[config.mk]
export PLATFORM = sky130hd
export DESIGN_NAME = axis_wr_arbiter
export DESIGN_NICKNAME = d
export VERILOG_FILES = /design/src/rtl/axis_wr_arbiter.sv
export SDC_FILE = /design/constraint.sdc
export NUM_CORES = 1
export LEC_CHECK = 0
export ABC_AREA = 1
export CORE_ASPECT_RATIO = 0.7
export CORE_UTILIZATION = 35
export CTS_CLUSTER_SIZE = 20
export DETAILED_ROUTE_END_ITERATION = 6
export MAX_ROUTING_LAYER = met4
export PLACE_DENSITY_LB_ADDON = 0.12
export SLEW_MARGIN = 20
export SYNTH_ARGS = -nofsm -noshare
export SYNTH_HDL_FRONTEND = slang
export SYNTH_SLANG_ARGS = --single-unit
[constraint.sdc]
create_clock -name axis_aclk -period 3.09 [get_ports axis_aclk]
set_input_delay 0.618 -clock axis_aclk [delete_from_list [all_inputs] [get_ports axis_aclk]]
set_output_delay 0.618 -clock axis_aclk [all_outputs]
set_load 0.02 [all_outputs]
[src/rtl/axis_wr_arbiter.sv]
// -----------------------------------------------------------------------------
// axis_wr_arbiter
//
// Two-source, packet-atomic, round-robin AXI-Stream arbiter. Merges the s00 and
// s01 write streams into the single m00 stream that feeds the memory
// controller's write slave port. A grant is taken in IDLE and held from the
// first beat of a packet through its tlast beat. Every output beat carries the
// index of its source on m00_axis_tid. A saturating per-source counter records
// how many packets have been forwarded.
//
// Ports
//   axis_aclk        in   clock for all logic
//   axis_areset      in   synchronous, active-high reset
//   s0n_axis_tdata   in   source n data               [DATA_WIDTH]
//   s0n_axis_tstrb   in   source n byte strobes       [DATA_WIDTH/8]
//   s0n_axis_tvalid  in   source n beat valid
//   s0n_axis_tlast   in   source n last beat of packet
//   s0n_axis_tready  out  source n ready (mirrors m00_axis_tready while granted)
//   m00_axis_tdata   out  merged data                 [DATA_WIDTH]
//   m00_axis_tstrb   out  merged strobes              [DATA_WIDTH/8]
//   m00_axis_tvalid  out  merged valid
//   m00_axis_tlast   out  merged last
//   m00_axis_tid     out  index of the granted source
//   m00_axis_tready  in   downstream ready
//   s0n_pkt_count    out  packets completed from source n [CNT_WIDTH]
//   busy             out  high while a grant is held
// -----------------------------------------------------------------------------
module axis_wr_arbiter #(
    parameter int DATA_WIDTH = 32,
    parameter int CNT_WIDTH  = 16
) (
    input  logic                    axis_aclk,
    input  logic                    axis_areset,

    input  logic [DATA_WIDTH-1:0]   s00_axis_tdata,
    input  logic [DATA_WIDTH/8-1:0] s00_axis_tstrb,
    input  logic                    s00_axis_tvalid,
    input  logic                    s00_axis_tlast,
    output logic                    s00_axis_tready,

    input  logic [DATA_WIDTH-1:0]   s01_axis_tdata,
    input  logic [DATA_WIDTH/8-1:0] s01_axis_tstrb,
    input  logic                    s01_axis_tvalid,
    input  logic                    s01_axis_tlast,
    output logic                    s01_axis_tready,

    output logic [DATA_WIDTH-1:0]   m00_axis_tdata,
    output logic [DATA_WIDTH/8-1:0] m00_axis_tstrb,
    output logic                    m00_axis_tvalid,
    output logic                    m00_axis_tlast,
    output logic                    m00_axis_tid,
    input  logic                    m00_axis_tready,

    output logic [CNT_WIDTH-1:0]    s00_pkt_count,
    output logic [CNT_WIDTH-1:0]    s01_pkt_count,
    output logic                    busy
);

    typedef enum logic [1:0] {
        IDLE   = 2'd0,
        GRANT0 = 2'd1,
        GRANT1 = 2'd2
    } state_t;

    state_t state_q, state_d;
    logic   last_grant_q;   // source that most recently finished a packet
    logic   pkt_done0;      // tlast beat of source 0 transfers this cycle
    logic   pkt_done1;      // tlast beat of source 1 transfers this cycle

    // Round-robin choice: a lone valid source wins; on a tie the source that
    // did not finish last wins; with nothing valid the arbiter idles.
    function automatic state_t arbitrate(input logic v0, input logic v1,
                                         input logic last_grant);
        if (v0 && v1)
            return last_grant ? GRANT0 : GRANT1;
        else if (v0)
            return GRANT0;
        else if (v1)
            return GRANT1;
        else
            return IDLE;
    endfunction

    // NOTE: every output of this block gets a default first so no path can
    // leave one unassigned; otherwise synthesis would infer a latch.
    always_comb begin
        state_d         = state_q;
        m00_axis_tdata  = '0;
        m00_axis_tstrb  = '0;
        m00_axis_tvalid = 1'b0;
        m00_axis_tlast  = 1'b0;
        m00_axis_tid    = 1'b0;
        s00_axis_tready = 1'b0;
        s01_axis_tready = 1'b0;
        pkt_done0       = 1'b0;
        pkt_done1       = 1'b0;

        case (state_q)
            IDLE: begin
                state_d = arbitrate(s00_axis_tvalid, s01_axis_tvalid, last_grant_q);
            end

            GRANT0: begin
                m00_axis_tdata  = s00_axis_tdata;
                m00_axis_tstrb  = s00_axis_tstrb;
                m00_axis_tvalid = s00_axis_tvalid;
                m00_axis_tlast  = s00_axis_tlast;
                m00_axis_tid    = 1'b0;
                s00_axis_tready = m00_axis_tready;
                pkt_done0       = s00_axis_tvalid && m00_axis_tready && s00_axis_tlast;
                // The finishing source's tvalid belongs to the beat being
                // consumed, so it does not count as a request for the next
                // packet; the other source is preferred for a bubble-free
                // handoff.
                if (pkt_done0)
                    state_d = arbitrate(1'b0, s01_axis_tvalid, 1'b0);
            end

            GRANT1: begin
                m00_axis_tdata  = s01_axis_tdata;
                m00_axis_tstrb  = s01_axis_tstrb;
                m00_axis_tvalid = s01_axis_tvalid;
                m00_axis_tlast  = s01_axis_tlast;
                m00_axis_tid    = 1'b1;
                s01_axis_tready = m00_axis_tready;
                pkt_done1       = s01_axis_tvalid && m00_axis_tready && s01_axis_tlast;
                if (pkt_done1)
                    state_d = arbitrate(s00_axis_tvalid, 1'b0, 1'b1);
            end

            default: begin
                state_d = IDLE;
            end
        endcase
    end

    // NOTE: state is written with non-blocking assignments so every register
    // samples the pre-edge values, independent of statement order.
    always_ff @(posedge axis_aclk) begin
        if (axis_areset) begin
            state_q       <= IDLE;
            last_grant_q  <= 1'b1;   // source 0 wins the first tie
            s00_pkt_count <= '0;
            s01_pkt_count <= '0;
        end else begin
            state_q <= state_d;
            if (pkt_done0) begin
                last_grant_q <= 1'b0;
                if (s00_pkt_count != '1)
                    s00_pkt_count <= s00_pkt_count + 1'b1;
            end
            if (pkt_done1) begin
                last_grant_q <= 1'b1;
                if (s01_pkt_count != '1)
                    s01_pkt_count <= s01_pkt_count + 1'b1;
            end
        end
    end

    assign busy = (state_q != IDLE);

endmodule

# Word level (Yosys, flattened, before mapping)

Index checks and enable logic that the tools add are counted.

Flip-flop bits (word level): 35
Input port bits: 79
Output and inout bits: 74
Logic and storage cells: 40

Add/subtract/negate cells: 2
Equality and inequality tests: 6
Mux-type cells: 17
Reduce and logical (&&, ||, !) cells: 11

Operators by type and width:

| cell                    | count |
|---|---|
| $pmux W32 S2            | 1 |
| $add A16 B1 Y16 const B | 2 |
| $ne A16 B16 Y1 const B  | 2 |
| $mux W2                 | 6 |
| $pmux W4 S2             | 1 |
| $mux W1                 | 6 |
| $pmux W2 S3             | 1 |
| $reduce_and A2 Y1       | 3 |
| $logic_and A1 B1 Y1     | 5 |
| $ne A2 B2 Y1 const B    | 2 |
| $pmux W1 S2             | 2 |
| $eq A2 B1 Y1 const B    | 1 |
| $eq A2 B2 Y1 const B    | 1 |
| $logic_not A2 Y1        | 1 |
| $reduce_bool A2 Y1      | 1 |
| $reduce_or A2 Y1        | 1 |

# Logic depth before layout (Yosys ltp)

Gate-level depths: netlist (run 1).

Depth in word-level cells: 4
Gate-level depth with buffers: 10
Mapped depth without buffers: 10

# Worst setup path before layout (run 1)

No wires, ideal clock.

Path type: reg-to-output
Start point: register state_q[0]
End point: output port m00_axis_tdata[0]
Arrival: 1693 ps
Slack: 779 ps
Stages on the path, launching flop included: 7
Path through: dfxtp_1 > inv_1 > ha_1 > clkbuf_1 > clkbuf_1 > nand2_1 > a21oi_1

Longest elaborated chain between the ends: 2
Elaborated cells on any way between the ends: 3

RTL lines:

| what                                         | line | source |
|---|---|---|
| start: declaration                           | 65   | `state_t state_q, state_d;` |
| start signal: assignment                     | 146  | `state_q <= state_d;` |
| $eq A2 B2 Y1 or $eq A2 B1 Y1 (tied branches) | 98   | `case (state_q)` |
| $pmux W32 S2 *                               | 98   |  |
| end: declaration                             | 47   | `output logic [DATA_WIDTH-1:0] m00_axis_tdata,` |

Every way passes the cells marked *; elsewhere a longest branch is shown, timed or not.

# Final worst setup path (run 1)

Start point: register state_q[1]
End point: output port m00_axis_tdata[2]

The elaborated chain is that of the path after synthesis.

==> results of run 1 <==
[state kept, by name, summed over array words and instances, names as in the netlist]
signal	cells
s01_pkt_count	16
state_q	2
s00_pkt_count	16
last_grant_q	1
[path summary, 6_finish.rpt]
path         cells after the start  slack, ns                 to
min reg2reg                      2       0.50       last_grant_q
max                              6       0.22  m00_axis_tdata[2]
min                              2       0.50       last_grant_q
max reg2reg                     10       1.16  s00_pkt_count[10]
[metrics by stage]
stage / worst slack, ns / util (%)
2_1_floorplan: 0.779 / -
6_report: 0.221 / 60.6
3_5_place_dp: 0.425 / 58.5
4_1_cts: 0.127 / 60.1
3_3_place_gp: 0.427 / 58.5
5_1_grt: 0.116 / 60.6
[worst reg2reg max path, cell delays in order, from the launching register on]
cell and delay, ns:
dfxtp_1 0.35, inv_1 0.09, ha_1 0.16, buf_4 0.23, nand2_2 0.11, nor2_4 0.19, inv_2 0.13, nor3_1 0.32
nand3_1 0.11, nand2_1 0.09, nor2_1 0.05
[cell families after synthesis]
group	count (synthesis)
simple gates	293
compound gates	71
buf+inv	49
flops	35
fa+ha+maj	7
xor+xnor	2
[layout by cell type, fill, tap and decap left out, drive strengths merged, types with 7 or more instances in the layout]
master and n:
buf 11, nor2 82, o21ai 7, ha 7, nand3 37, inv 31
clkdlybuf4s50 152, nand2 163, a21oi 63, dfxtp 35
[final cells by class]
type / count / area (sq um)
flip-flops and latches: 35 / 701
well taps: 98 / 123
clock inverters: 2 / 35.0
inverters: 32 / 124
fillers: 682 / 2870
repair buffers: 163 / 1620
multi-input cells: 373 / 1730
clock buffers: 6 / 82.6
[power groups by stage]
stage	Combinational (mW)	Sequential (mW)	Clock (mW)
final	0.481	0.462	0.436
after global routing	0.524	0.463	0.468
after global placement	0.450	0.472	0
after CTS	0.457	0.462	0.440
after detailed placement	0.456	0.473	0
after floorplan	0.217	0.473	0
[layer usage]
metal	vias to the layer above	track usage [%]	wire length (microns)
li1	1770	-	-
met3	15	4.82	561
met5	-	-	0
met2	116	38.6	4040
met1	1530	29.8	4290
met4	0	7.56	225
[repair_timing]
item / CTS / global route
setup buffers: 0 / 4
gates resized for setup: 0 / 1
setup endpoints to repair: 0 / 22
==> impl_metrics.env, run 1 <==
export IMPL_synthTopCellsByCount="nand2_1 (157), nor2_1 (72), a21oi_1 (63), dfxtp_1 (35), nand3_1 (35)"
export IMPL_grt_setup_unrepaired="no"
export IMPL_crit_start="state_q[1]"
export IMPL_clock_sinks=35
export IMPL_ys_top_cells_by_area="dfxtp_1 (27%), nand2_1 (22%), a21oi_1 (12%), nor2_1 (10%), nand3_1 (6.7%)"
export IMPL_clk_pin_slew_ns=0.06
export IMPL_drive_above_1_share_pct=6.71
export IMPL_drc_errors=0
export IMPL_io_buffers=152
export IMPL_max_stage_delay_ns=0.65
export IMPL_clkPwrFrac_pct=31.6
export IMPL_drtAntennaViolNets=0
export IMPL_grt_total_usage_pct=23.7
export IMPL_synthArstFlopShare_pct=0
export IMPL_synth_edf_count=0
export IMPL_seq_area_frac_synth_pct=26.6
export IMPL_dieArea_sq_um=7880
export IMPL_yosysMostFrequentCell="nand2_1"
export IMPL_wl_microns=9110
export IMPL_clock_path_buffers=2
export IMPL_design_area_sq_um=4420
export IMPL_p_int_mw=0.955
export IMPL_crit_family="buffers and inverters"
export IMPL_synth_ff_latch_count=35
export IMPL_antennaDiodeCount=0
export IMPL_cts_tree="yes"
export IMPL_ys_types=27
export IMPL_htree_levels=2
export IMPL_ir_drop_uv=160
export IMPL_power_density_nw_per_um2=312
export IMPL_die_width_microns=106
export IMPL_status="finished clean"
export IMPL_synth_top_family_by_area="simple AND/OR/NAND/NOR gates"
export IMPL_p_switching_mw=0.424
export IMPL_crit_buf_inv=4
export IMPL_synthFlopType="dfxtp_1"
export IMPL_postCtsHoldBufs=0
export IMPL_routabilityCongestion=0.900
export IMPL_hold_path_class="reg -> reg"
export IMPL_yosysTopAreaCell="dfxtp_1"
export IMPL_netlist_instances=457
export IMPL_hpwl_microns=7210
export IMPL_endpoint_kind="output port"
export IMPL_syn2layout_area_growth_pct=67.7
export IMPL_hold_path_startpoint="last_grant_q"
export IMPL_slowest_stage="clkdlybuf4s50_1"
export IMPL_sw_frac_of_total_pct=30.7
export IMPL_vias=3431
export IMPL_clock_skew_final_ns=0.0123
export IMPL_crit_type="reg -> out"
export IMPL_drt_iter0_drc=227
export IMPL_reg2reg_from="state_q[1]"
export IMPL_yosysWarnings=0
export IMPL_seqPwrFrac_pct=33.5
export IMPL_grt_ovfl_total=0
export IMPL_tightest_slew_ns=0.565
export IMPL_fin_crit_sh_pct=92.8
export IMPL_antenna_found_initial=0
export IMPL_synth_area_mux_share_pct=0
export IMPL_cellLeakagePower_nw=1.63
export IMPL_clk_latency_ns=0.29
export IMPL_cap_violations=0
export IMPL_synthSimpleGateAreaFrac_pct=48.3
export IMPL_cts_buffers=5
export IMPL_grt_pass1_wl_microns=14400
export IMPL_num_rows=26
export IMPL_hold_slack_ns=0.502
export IMPL_arrival_ns=2.25
export IMPL_cp_start_kind="register"
export IMPL_slew_viol_final=0
export IMPL_syn_area_sq_um=2630
export IMPL_netlist_area_leader_share_pct=26.6
export IMPL_first_global_vias=2990
export IMPL_dp_cells=697
export IMPL_coreArea_sq_um=7290
export IMPL_viasPerCell=4.84
export IMPL_fp_dieH_microns=74.6
export IMPL_period_needed_ns=2.87
export IMPL_dr_pass1_iters=4
export IMPL_synthAdderAreaFrac_pct=3.33
export IMPL_ioPinCount=153
export IMPL_routedWlPerCell_microns=12.9
export IMPL_maxSlewHeadroom_pct=62.3
export IMPL_synth_xor_area_share_pct=0.665
export IMPL_cp_max_fo=5
export IMPL_path_cells="inv_1, ha_1, clkinvlp_4, buf_4, a21oi_1, clkdlybuf4s50_1"
export IMPL_syn_nets=543
export IMPL_grt_max_degree=24
export IMPL_avgSynthCellArea_sq_um=5.76
export IMPL_stdcell_count=709
export IMPL_nNetsFinal=696
export IMPL_synth_compound_area_share_pct=13.6
export IMPL_setup_viol_count_final=0
export IMPL_cts_root_buffer="clkbuf_8"
export IMPL_start_util_pct=36.1
export IMPL_cp_data_required_time_ns=2.47
export IMPL_max_freq_ghz=0.349
export IMPL_final_hold_violation_count=0
export IMPL_power_mw=1.38
export IMPL_combPwrFrac_pct=34.9
export IMPL_dpl_cell_area_sq_um=4260
export IMPL_finalSetupTns_ns=0
Note: power is estimated with default switching activity, not from simulation.
==> run 2, diff against run 1 <==
--- a/config.mk
+++ b/config.mk
@@ -12,6 +12,7 @@
 export DETAILED_ROUTE_END_ITERATION = 6
 export MAX_ROUTING_LAYER = met4
 export PLACE_DENSITY_LB_ADDON = 0.12
+export SETUP_SLACK_MARGIN = 0.3
 export SLEW_MARGIN = 20
 export SYNTH_ARGS = -nofsm -noshare
 export SYNTH_HDL_FRONTEND = slang
==> impl_metrics.env, run 2 (synthesized netlist as in run 1, its figures left out) <==
export IMPL_crit_family="buffers and inverters"
export IMPL_start_util_pct=36.1
export IMPL_grt_pass1_wl_microns=14400
export IMPL_ir_drop_uv=161
export IMPL_clk_latency_ns=0.29
export IMPL_clock_sinks=35
export IMPL_grt_ovfl_total=0
export IMPL_ioPinCount=153
export IMPL_endpoint_kind="output port"
export IMPL_grt_total_usage_pct=23.8
export IMPL_cts_root_buffer="clkbuf_8"
export IMPL_power_mw=1.36
export IMPL_drtAntennaViolNets=0
export IMPL_crit_type="reg -> out"
export IMPL_drt_iter0_drc=223
export IMPL_cap_violations=0
export IMPL_drc_errors=0
export IMPL_tightest_slew_ns=0.565
export IMPL_hpwl_microns=7210
export IMPL_postCtsHoldBufs=0
export IMPL_setup_viol_count_final=0
export IMPL_antennaDiodeCount=0
export IMPL_status="finished clean"
export IMPL_viasPerCell=4.88
export IMPL_hold_path_endpoint="last_grant_q"
export IMPL_slew_viol_final=0
export IMPL_hold_path_startpoint="last_grant_q"
export IMPL_arrival_ns=2.01
export IMPL_hold_path_class="reg -> reg"
export IMPL_path_cells="inv_1, ha_1, clkinvlp_4, a21oi_1, clkdlybuf4s50_1"
export IMPL_routedWlPerCell_microns=13.3
export IMPL_ff2ff_path_depth=10
export IMPL_rr_endpoint="s00_pkt_count[10]"
export IMPL_num_rows=26
export IMPL_slowest_stage="clkdlybuf4s50_1"
export IMPL_hold_depth=2
export IMPL_sw_frac_of_total_pct=31.1
export IMPL_grt_setup_unrepaired="no"
export IMPL_period_needed_ns=2.62
export IMPL_max_stage_delay_ns=0.63
export IMPL_wl_microns=9360
export IMPL_dr_pass1_iters=4
export IMPL_die_width_microns=106
export IMPL_crit_buf_inv=3
export IMPL_p_switching_mw=0.422
export IMPL_power_density_nw_per_um2=303
export IMPL_p_int_mw=0.936
export IMPL_maxSlewHeadroom_pct=62.3
export IMPL_cellLeakagePower_nw=2.27
export IMPL_finalSetupTns_ns=0
export IMPL_combPwrFrac_pct=33.8
export IMPL_clkPwrFrac_pct=32.1
export IMPL_antenna_found_initial=0
export IMPL_drive_above_1_share_pct=6.25
export IMPL_seqPwrFrac_pct=34.0
export IMPL_coreArea_sq_um=7290
export IMPL_first_global_vias=3001
export IMPL_cp_data_required_time_ns=2.47
export IMPL_clk_pin_slew_ns=0.07
export IMPL_fin_crit_sh_pct=84.9
export IMPL_routabilityCongestion=0.900
export IMPL_vias=3445
export IMPL_io_buffers=152
export IMPL_cp_start_kind="register"
export IMPL_htree_levels=2
export IMPL_syn2layout_area_growth_pct=70.1
export IMPL_clock_path_buffers=2
export IMPL_cts_tree="yes"
export IMPL_crit_start="state_q[1]"
export IMPL_max_freq_ghz=0.381
export IMPL_layout_common_cells="nand2_1 (157), clkdlybuf4s50_1 (115), nor2_1 (72), a21oi_1 (63)"
export IMPL_cp_max_fo=5
export IMPL_final_hold_violation_count=0
export IMPL_top_regs="s00_pkt_count (16), s01_pkt_count (16), state_q (2)"
export IMPL_grt_max_degree=24
export IMPL_reg2reg_from="state_q[1]"
export IMPL_clock_skew_final_ns=0.00907
export IMPL_dieArea_sq_um=7880
export IMPL_cts_buffers=5
export IMPL_nNetsFinal=693
export IMPL_final_common_cell="nand2_1"
export IMPL_fp_dieH_microns=74.6
export IMPL_worst_r2r_setup_slack_ns=1.13
==> run 2: cell types whose count changed in the layout (fill, tap and decap cells not counted), sizes merged <==
| cell | before | now |
|---|---|---|
| dlygate4sd2 | 0 | 2 |
| buf | 11 | 8 |
| clkdlybuf4s50 | 152 | 115 |
| dlymetal6s2s | 0 | 35 |
==> run 2: stage by stage <==
step                cells  utilization (%)  worst slack [ns]  hold WS [ns]  instance area (sq um)
finish                706             61.5             0.466         0.502                   4480
detailed placement    697             58.5             0.425         0.493                   4260
CTS                   706             60.3             0.270         0.503                   4390
floorplan             457                -             0.779         0.445                   2630
global route          706             61.5             0.325         0.539                   4480
global placement      697             58.5             0.427         0.492                   4260
==> run 2: cell type report <==
cell class	instances	area, sq um
Timing Repair Buffer	160	1680
Fill cell	669	2810
Multi-Input combinational cell	373	1730
Clock inverter	2	35.0
Inverter	32	124
Clock buffer	6	82.6
Sequential cell	35	701
Tap cell	98	123
==> run 2: timing repair <==
action,4_1_cts,5_1_grt
setup endpoints to repair,23,35
buffers inserted,1,0
resized for setup,3,35
pin swaps,0,0
endpoints found under the hold margin,0,0
==> run 2: tightest hold or removal path, stage by stage, from the launching register on <==
cell and delay (ns):
dfxtp_1 0.33, nand2_1 0.07, nand3_1 0.05
==> run 2: power by group through the flow <==
stage / combinational, mW / sequential (mW) / clock (mW)
floorplan: 0.217 / 0.473 / 0
global placement: 0.450 / 0.472 / 0
global route: 0.501 / 0.463 / 0.468
detailed placement: 0.456 / 0.473 / 0
CTS: 0.465 / 0.462 / 0.440
finish: 0.459 / 0.462 / 0.436
==> run 2: per-layer routing <==
layer | global-route usage, % | share of wire, % | up-vias
li1 | - | - | 1765
met1 | 29.7 | 45 | 1535
met3 | 4.82 | 7.4 | 12
met2 | 39.0 | 45 | 133
met5 | - | 0 | -
met4 | 7.56 | 2.1 | 0
==> run 2: how the worst max path moves through the flow <==
stage,to,depth (start not counted)
6_report,m00_axis_tdata[6],5
5_1_grt,m00_axis_tdata[6],5
4_1_cts,m00_axis_tdata[28],6
3_5_place_dp,m00_axis_tvalid,4
3_3_place_gp,m00_axis_tvalid,4
2_1_floorplan,m00_axis_tdata[0],6
